`src/rtl/pc_sequencer.sv`:
```
`default_nettype none
// ============================================================================
// Module      : pc_sequencer
// Description : Program-counter controller with one branch delay slot and a
//               halt-on-transfer-to-HALT_ADDR rule.
// Revision    : 1.0 - initial release
// ============================================================================
module pc_sequencer #(
   parameter logic [31:0] RESET_VECTOR = 32'hBFC00000,
   parameter logic [31:0] HALT_ADDR    = 32'h00000000
) (
   input  logic        clk,
   input  logic        reset,
   input  logic        clk_enable,
   input  logic        stall,
   input  logic        branch_taken,
   input  logic [31:0] branch_target,
   input  logic        jump,
   input  logic [31:0] jump_target,
   output logic [31:0] instr_address,
   output logic [31:0] link_addr,
   output logic        delay_slot,
   output logic        active,
   output logic        addr_err
);

   typedef enum logic [1:0] {
      S_RUN    = 2'd0,
      S_DELAY  = 2'd1,
      S_HALTED = 2'd2
   } state_t;

   localparam logic [31:0] c_align_mask = 32'hFFFF_FFFC;

   state_t      r_state;
   state_t      w_state_nxt;
   logic [31:0] r_pc;
   logic [31:0] w_pc_nxt;
   logic [31:0] r_tgt;
   logic [31:0] w_tgt_nxt;
   logic        r_delay_slot;
   logic        w_delay_slot_nxt;
   logic        r_active;
   logic        w_active_nxt;
   logic        r_addr_err;
   logic        w_addr_err_nxt;
   logic        w_adv;
   logic [31:0] w_sel_target;

   assign w_adv        = clk_enable & ~stall;
   assign w_sel_target = jump ? jump_target : branch_target;

   always_comb begin
      w_state_nxt      = r_state;
      w_pc_nxt         = r_pc;
      w_tgt_nxt        = r_tgt;
      w_delay_slot_nxt = r_delay_slot;
      w_active_nxt     = r_active;
      w_addr_err_nxt   = r_addr_err;
      case (r_state)
         S_RUN: begin
            if (w_adv) begin
               w_pc_nxt = r_pc + 32'd4;
               if (jump | branch_taken) begin
                  w_tgt_nxt        = w_sel_target & c_align_mask;
                  w_delay_slot_nxt = 1'b1;
                  w_state_nxt      = S_DELAY;
                  if (w_sel_target[1:0] != 2'b00) begin
                     w_addr_err_nxt = 1'b1;
                  end
               end
            end
         end
         S_DELAY: begin
            // Transfer inputs are deliberately ignored while fetching the delay slot.
            if (w_adv) begin
               w_pc_nxt         = r_tgt;
               w_delay_slot_nxt = 1'b0;
               if (r_tgt == HALT_ADDR) begin
                  w_active_nxt = 1'b0;
                  w_state_nxt  = S_HALTED;
               end else begin
                  w_state_nxt = S_RUN;
               end
            end
         end
         S_HALTED: begin
            w_pc_nxt         = HALT_ADDR;
            w_active_nxt     = 1'b0;
            w_delay_slot_nxt = 1'b0;
         end
         default: begin
            w_state_nxt = S_RUN;
         end
      endcase
   end

   always_ff @(posedge clk) begin
      if (reset) begin
         r_state      <= S_RUN;
         r_pc         <= RESET_VECTOR;
         r_tgt        <= 32'd0;
         r_delay_slot <= 1'b0;
         r_active     <= 1'b1;
         r_addr_err   <= 1'b0;
      end else begin
         r_state      <= w_state_nxt;
         r_pc         <= w_pc_nxt;
         r_tgt        <= w_tgt_nxt;
         r_delay_slot <= w_delay_slot_nxt;
         r_active     <= w_active_nxt;
         r_addr_err   <= w_addr_err_nxt;
      end
   end

   assign instr_address = r_pc;
   assign link_addr     = r_pc + 32'd8;
   assign delay_slot    = r_delay_slot;
   assign active        = r_active;
   assign addr_err      = r_addr_err;

endmodule
`default_nettype wire

```
`config.mk`:
```
export PLATFORM = sky130hd
export DESIGN_NAME = pc_sequencer
export DESIGN_NICKNAME = d
export VERILOG_FILES = /design/src/rtl/pc_sequencer.sv
export SDC_FILE = /design/constraint.sdc
export NUM_CORES = 1
export LEC_CHECK = 0
export CAP_MARGIN = 30
export CORE_MARGIN = 2
export CORE_UTILIZATION = 47
export DETAILED_ROUTE_END_ITERATION = 8
export PLACE_DENSITY = 0.92
export RECOVER_POWER = 50
export SYNTH_ARGS = -nofsm -noshare
export SYNTH_HDL_FRONTEND = slang
export SYNTH_SLANG_ARGS = --single-unit
```
`constraint.sdc`:
```
create_clock -name clk -period 2.8 [get_ports clk]
set_input_delay 0.28 -clock clk [delete_from_list [all_inputs] [get_ports clk]]
set_output_delay 0.28 -clock clk [all_outputs]
set_load 0.02 [all_outputs]
```
==> flow_summary.ini, run 1 <==
[clocking]
cts.path.max_buffers = 2
clock-sinks = 65
numCtsBuffers = 9
h-tree-depth = 3
cts_tree = built
cts_root_buf = clkbuf_8
ctsResizeCount = 15
clkLatencyLatePin_ps = 350
clk_pin_slew_ps = 70
cts_hold_buf = 0
cts_setup_buffers = 0

[global_route]
grt_pass1_wl_mm = 20.9
grt_pass1_vias = 4180
antenna_found_initial = 0
grt_use_total = 0.269
grt-ovfl-total = 0
grt_max_degree = 62

[pwr]
p_sw_uw = 693
seq_power_share = 0.417
p_comb_frac = 0.193
sw_frac_of_total = 0.281
ir_worst_vdd_v = 0.000259
p_total_mw = 2.46
clockPowerShare = 0.390
p_int_mw = 1.77
power_density_nw_per_um2 = 425
leakagePower_nw = 2.32

[worst_hold_path]
whs_endpoint = r_state[0]
hold_path_class = primary input to register
hp-start = jump
hold_path_depth = 4

[synthesis]
synth_sequential_area_ratio = 0.316
synth-async-reset-ratio = 0
synthCells = 509
yosysWarningCount = 0
syn_avg_cell_area_um2 = 8.08
synth_cell_types = 64
synthFlopType = dfxtp_1
synth_edf_count = 0
synthesis.area_um2 = 4110
ys_seq_elements = 65

[floorplan]
die_w_um = 97.5
rows = 34
initial_core_util = 0.478
die_h_um = 97.5
core_um2 = 8590
die_area_um2 = 9510
io_pins = 137

[routing]
wl_mm = 13.3
vias = 4465
ant_nets = 0
first_iter_violations = 317
drc = 0
via_per_inst = 6.03
wire_per_inst_um = 18.0
dr.pass1.iters = 5

[place]
routabilityCongestion = 0.892
io_buffers = 132
dp_hpwl_mm = 9.69
place_worst_setup_slack_ps = 175

[worst_setup_path]
rrSetupSlack_ps = 380
timing.rr.start = r_state[1]
critPathMaxFanout = 7
slowest_delay_ps = 620
cp_top_family = buffers and inverters
cpMaxStageDelayCell = clkdlybuf4s50_1
ff2ff_path_depth = 7
critPathRequiredTime_ps = 2520
cp-end-kind = output pin
worstSetupStartpointType = register
cp-startpoint = instr_address[3]
r2r_end = instr_address[17]
critPathKind = register to output pin
cp.buffers_inverters = 2
cp.arrival_ps = 2340
crit_chain = nand3_1 > or2_4 > nor3_2 > buf_4 > xor2_1 > clkdlybuf4s50_1

[sta]
slew_headroom = 0.276
period_minus_slack_ps = 2620
fmax_mhz = 381
period_share = 0.937
final_max_slew_viol_count = 0
setup-tns-final_ps = 0
layout_setup_ws_ps = 177
skew_ps = 11.5
rsz0062_at_grt = no
hold_viol_final = 0
worst_pin_slew_ps = 1090
setup_violations = 0

[final_layout]
layout_common_cells = clkdlybuf4s50_1 (78), nor2_1 (61), dfxtp_1 (61)
layout_commonest_cell = clkdlybuf4s50_1
fin_nets = 704
n_antenna_cell = 0
multiInputGateArea_um2 = 2610
fillCellCount = 698
area_growth_pct = 40.9
seq_area_um2 = 1310
final_layout_size_suffix_gt1_frac = 0.101

[flow_run]
maxCapViolations = 0

[run_status]
status = complete, no violations
-- sequential cells by signal, indices dropped and copies added (netlist names) --
name	flops
active	1
addr_err	1
delay_slot	1
instr_address	30
r_state	2
r_tgt	30
-- how the worst max path moves through the flow --
stage               endpoint  slack, ps  cells past startpoint
3_3_place_gp   link_addr[31]        220                      7
2_1_floorplan  link_addr[31]        340                      6
3_5_place_dp   link_addr[31]        170                      7
4_1_cts        link_addr[24]          4                      7
6_report       link_addr[18]        180                      6
5_1_grt        link_addr[18]         30                      6
-- per-layer routing --
metal / GRT usage / part of all wire / up-vias
met5: 0 / 0 / -
met4: 0.109 / 0.021 / 0
met3: 0.0439 / 0.088 / 26
met2: 0.449 / 0.48 / 242
met1: 0.345 / 0.42 / 2088
li1: - / - / 2109
-- Yosys cell counts, types with 4 or more instances --
| cell | number | share of area |
|---|---|---|
| a211oi_1 | 34 | 0.062 |
| nor3_1 | 11 | 0.013 |
| o21ai_1 | 4 | 0.0049 |
| o31ai_1 | 5 | 0.0091 |
| buf_4 | 5 | 0.0091 |
| and3_1 | 8 | 0.012 |
| a311oi_1 | 4 | 0.0085 |
| a221oi_1 | 4 | 0.0085 |
| a22oi_1 | 8 | 0.015 |
| ha_1 | 6 | 0.018 |
| a21oi_1 | 22 | 0.027 |
| inv_1 | 11 | 0.010 |
| and4_1 | 4 | 0.0085 |
| nor2_1 | 62 | 0.057 |
| nand3_1 | 14 | 0.017 |
| a31oi_1 | 7 | 0.011 |
| mux2i_1 | 32 | 0.078 |
| clkbuf_1 | 40 | 0.037 |
| xor2_1 | 12 | 0.026 |
| or3_1 | 4 | 0.0061 |
| o21ai_0 | 22 | 0.027 |
| nor4_1 | 8 | 0.012 |
| nand2_1 | 36 | 0.033 |
| nand4_1 | 11 | 0.017 |
| xnor2_1 | 15 | 0.032 |
| dfxtp_1 | 65 | 0.32 |
-- cell type report --
cell class,instances,share of cell area
Inverter,11,0.00713
Tap cell,108,0.0233
Clock inverter,4,0.0127
Multi-Input combinational cell,388,0.450
Timing Repair Buffer,153,0.253
Sequential cell,65,0.225
Clock buffer,12,0.0285
-- logic make-up after synthesis --
logic type,count (synthesis),share of synthesized area
other,1,0.000912
xor gates and xnor gates,27,0.0575
and+or+nand+nor,179,0.228
muxes,35,0.0861
DFF,65,0.316
buffers and inverters,59,0.0593
AOI/OAI and AO/OA,137,0.234
adders and majority gates,6,0.0183
-- power groups by stage --
stage / Clock (mW) / Combinational (mW) / Sequential [mW]
after global routing: 0.990 / 0.514 / 1.03
final: 0.960 / 0.475 / 1.03
after global placement: 0 / 0.465 / 1.04
after detailed placement: 0 / 0.478 / 1.04
after CTS: 0.955 / 0.477 / 1.02
after floorplan: 0 / 0.260 / 1.04
-- worst register-to-register path, cell delays in order, from the launching register on --
cell and delay [ps]:
dfxtp_1 400, inv_1 130, ha_1 590, inv_1 380, nand2_1 320, nor2_1 100, a32oi_1 270, a21oi_1 90
-- per-stage QoR --
| step | util | area (um2) | instances | hold slack (ps) |
|---|---|---|---|---|
| 4_1_cts | 0.673 | 5780 | 741 | 468 |
| 2_1_floorplan | - | 4120 | 512 | 468 |
| 3_3_place_gp | 0.645 | 5550 | 725 | 452 |
| 3_5_place_dp | 0.645 | 5550 | 725 | 475 |
| 5_1_grt | 0.674 | 5790 | 741 | 494 |
| 6_report | 0.674 | 5790 | 741 | 471 |
No activity file was read; power rests on OpenSTA's default activity.
==> inputs of run 2 (changes only) <==
--- a/config.mk
+++ b/config.mk
@@ -5,9 +5,10 @@
 export SDC_FILE = /design/constraint.sdc
 export NUM_CORES = 1
 export LEC_CHECK = 0
+export ABC_AREA = 1
 export CAP_MARGIN = 30
 export CORE_MARGIN = 2
-export CORE_UTILIZATION = 47
+export CORE_UTILIZATION = 48
 export DETAILED_ROUTE_END_ITERATION = 8
 export PLACE_DENSITY = 0.92
 export RECOVER_POWER = 50
==> run 2 against run 1 <==
- critical path depth rose by 1
- clock skew rose by 0.99 ps
- via count up 12%
- cell area up 5.2%
- total power increased by 120%
- worst setup slack worse by 80 ps
- final cell count grew 27%
- first-iteration DRC count grew 0.95%
- count of clock-buffer cells in the layout grew 1
- critical path type unchanged
- critical endpoint is now link_addr[28]
- highest routed layer unchanged
==> flow_summary.ini, run 2 <==
[floorplan]
initial_core_util = 0.485
die_area_um2 = 10000
die_h_um = 100
core_um2 = 9110
die_w_um = 100
io_pins = 137
rows = 35

[synthesis]
synthMuxAreaShare = 0
synthesis.area_um2 = 4420
synth-simple-area-share = 0.316
syn_avg_cell_area_um2 = 6.31
ys_top_cells_by_area = dfxtp_1 (29%), nand2_1 (12%), a21oi_1 (12%)
synth_compound_area_frac = 0.200
synth_sequential_area_ratio = 0.294
yosys.area_share.xor_xnor = 0.0710
synth-async-reset-ratio = 0
synthFlopType = dfxtp_1
synth.most_common_cell = nand2_1
yosysTopAreaCellShare = 0.294
yosysWarningCount = 0
ys_seq_elements = 65
synth_cell_types = 34
synth_top_family_by_area = simple AND/OR/NAND/NOR gates
synth_edf_count = 0
synth_fa_ha_area_frac = 0.0170
synthCells = 701
synthTopCellsByCount = nand2_1 (140), a21oi_1 (102), nor2_1 (92)
synth_area_leader_cell = dfxtp_1

[global_route]
grt_max_degree = 61
antenna_found_initial = 0
grt_pass1_vias = 4459
grt_use_total = 0.263
grt-ovfl-total = 0
grt_pass1_wl_mm = 21.0

[final_layout]
final_layout_size_suffix_gt1_frac = 0.0866
n_antenna_cell = 0
area_growth_pct = 37.8
layout_common_cells = nand2_1 (140), a21oi_1 (102), clkdlybuf4s50_1 (95)
fin_area_um2 = 6090
layout_commonest_cell = nand2_1
fin_nets = 902

[flow_run]
maxCapViolations = 0

[pwr]
p_comb_frac = 0.549
sw_frac_of_total = 0.464
clockPowerShare = 0.162
p_total_mw = 5.43
p_int_mw = 2.91
p_sw_mw = 2.52
power_density_nw_per_um2 = 891
ir_worst_vdd_v = 0.000336
seq_power_share = 0.289
leakagePower_nw = 2.80

[place]
routabilityCongestion = 0.977
placed_cell_area_um2 = 5850
dp_hpwl_mm = 9.97
io_buffers = 132

[clocking]
cts_tree = built
cts_hold_buf = 0
cts.path.max_buffers = 2
ctsResizeCount = 0
numCtsBuffers = 9
clk_pin_slew_ps = 70
cts_root_buf = clkbuf_8
clkLatencyLatePin_ps = 350
h-tree-depth = 3
clock-sinks = 65
cts_setup_buffers = 0

[worst_setup_path]
critPathRequiredTime_ps = 2520
critPathKind = register to output pin
cp.arrival_ps = 2420
cp-end-kind = output pin
critPathMaxFanout = 6
worstSetupStartpointType = register

[sta]
worst_pin_slew_ps = 971
hold_viol_final = 0
final_max_slew_viol_count = 0
slew_headroom = 0.353
period_minus_slack_ps = 2700
period_share = 0.965
setup_violations = 0
rsz0062_at_grt = no
setup-tns-final_ps = 0
skew_ps = 12.5
fmax_mhz = 370

[run_status]
status = complete, no violations

[routing]
dr.pass1.iters = 6
drc = 0
via_per_inst = 5.31
vias = 5003
wire_per_inst_um = 13.9
first_iter_violations = 320
ant_nets = 0
wl_mm = 13.1

[worst_hold_path]
hold_path_class = primary input to register
## run 2: logic make-up after synthesis
family | Yosys count
AOI/OAI and AO/OA | 175
xor gates and xnor gates | 35
and+or+nand+nor | 306
buffers and inverters | 113
adders and majority gates | 6
DFF | 65
other | 1
## run 2: power by group through the flow
| stage | Clock, mW | Sequential [mW] | Combinational (mW) |
|---|---|---|---|
| floorplan | 0 | 1.72 | 1.55 |
| global placement | 0 | 1.56 | 2.97 |
| detailed placement | 0 | 1.57 | 2.99 |
| CTS | 0.883 | 1.55 | 3.01 |
| global route | 0.918 | 1.60 | 3.24 |
| finish | 0.880 | 1.57 | 2.98 |
## run 2: final cells by class
class	instances	area [um2]
multi-input combinational	526	2700
clock inverter	3	46.3
sequential	65	1310
fill	794	3020
timing repair buffer	144	1420
tap	111	139
clock buffer	13	179
inverter	80	300
## run 2: metal layers
metal	vias to the layer above	part of all wire	GRT usage
li1	2498	-	-
met1	2206	0.44	0.352
met2	262	0.45	0.425
met3	37	0.089	0.0432
met4	0	0.026	0.102
met5	-	0	0
## run 2: final timing paths
check / from / cells past startpoint / slack [ps] / endpoint
setup / recovery: instr_address[7] / 7 / 100 / link_addr[28]
hold / removal: jump / 3 / 340 / addr_err
setup reg to reg: r_state[0] / 7 / 640 / r_tgt[19]
hold reg to reg: active / 2 / 450 / active
## run 2: through the flow
step | hold WS (ps) | instances | utilization | setup WS (ps)
global placement | 432 | 926 | 0.642 | 453
global route | 413 | 942 | 0.669 | 15.6
detailed placement | 436 | 926 | 0.642 | 402
finish | 344 | 942 | 0.669 | 97.5
CTS | 336 | 942 | 0.667 | 25.2
floorplan | 349 | 704 | - | 793
## run 2: critical path, stage by stage (launching register included)
cell	delay, ps
dfxtp_1	490
nand2_2	140
nor2_4	190
nand2_4	100
nor2_1	230
nand2_1	120
xor2_1	160
clkdlybuf4s50_1	630
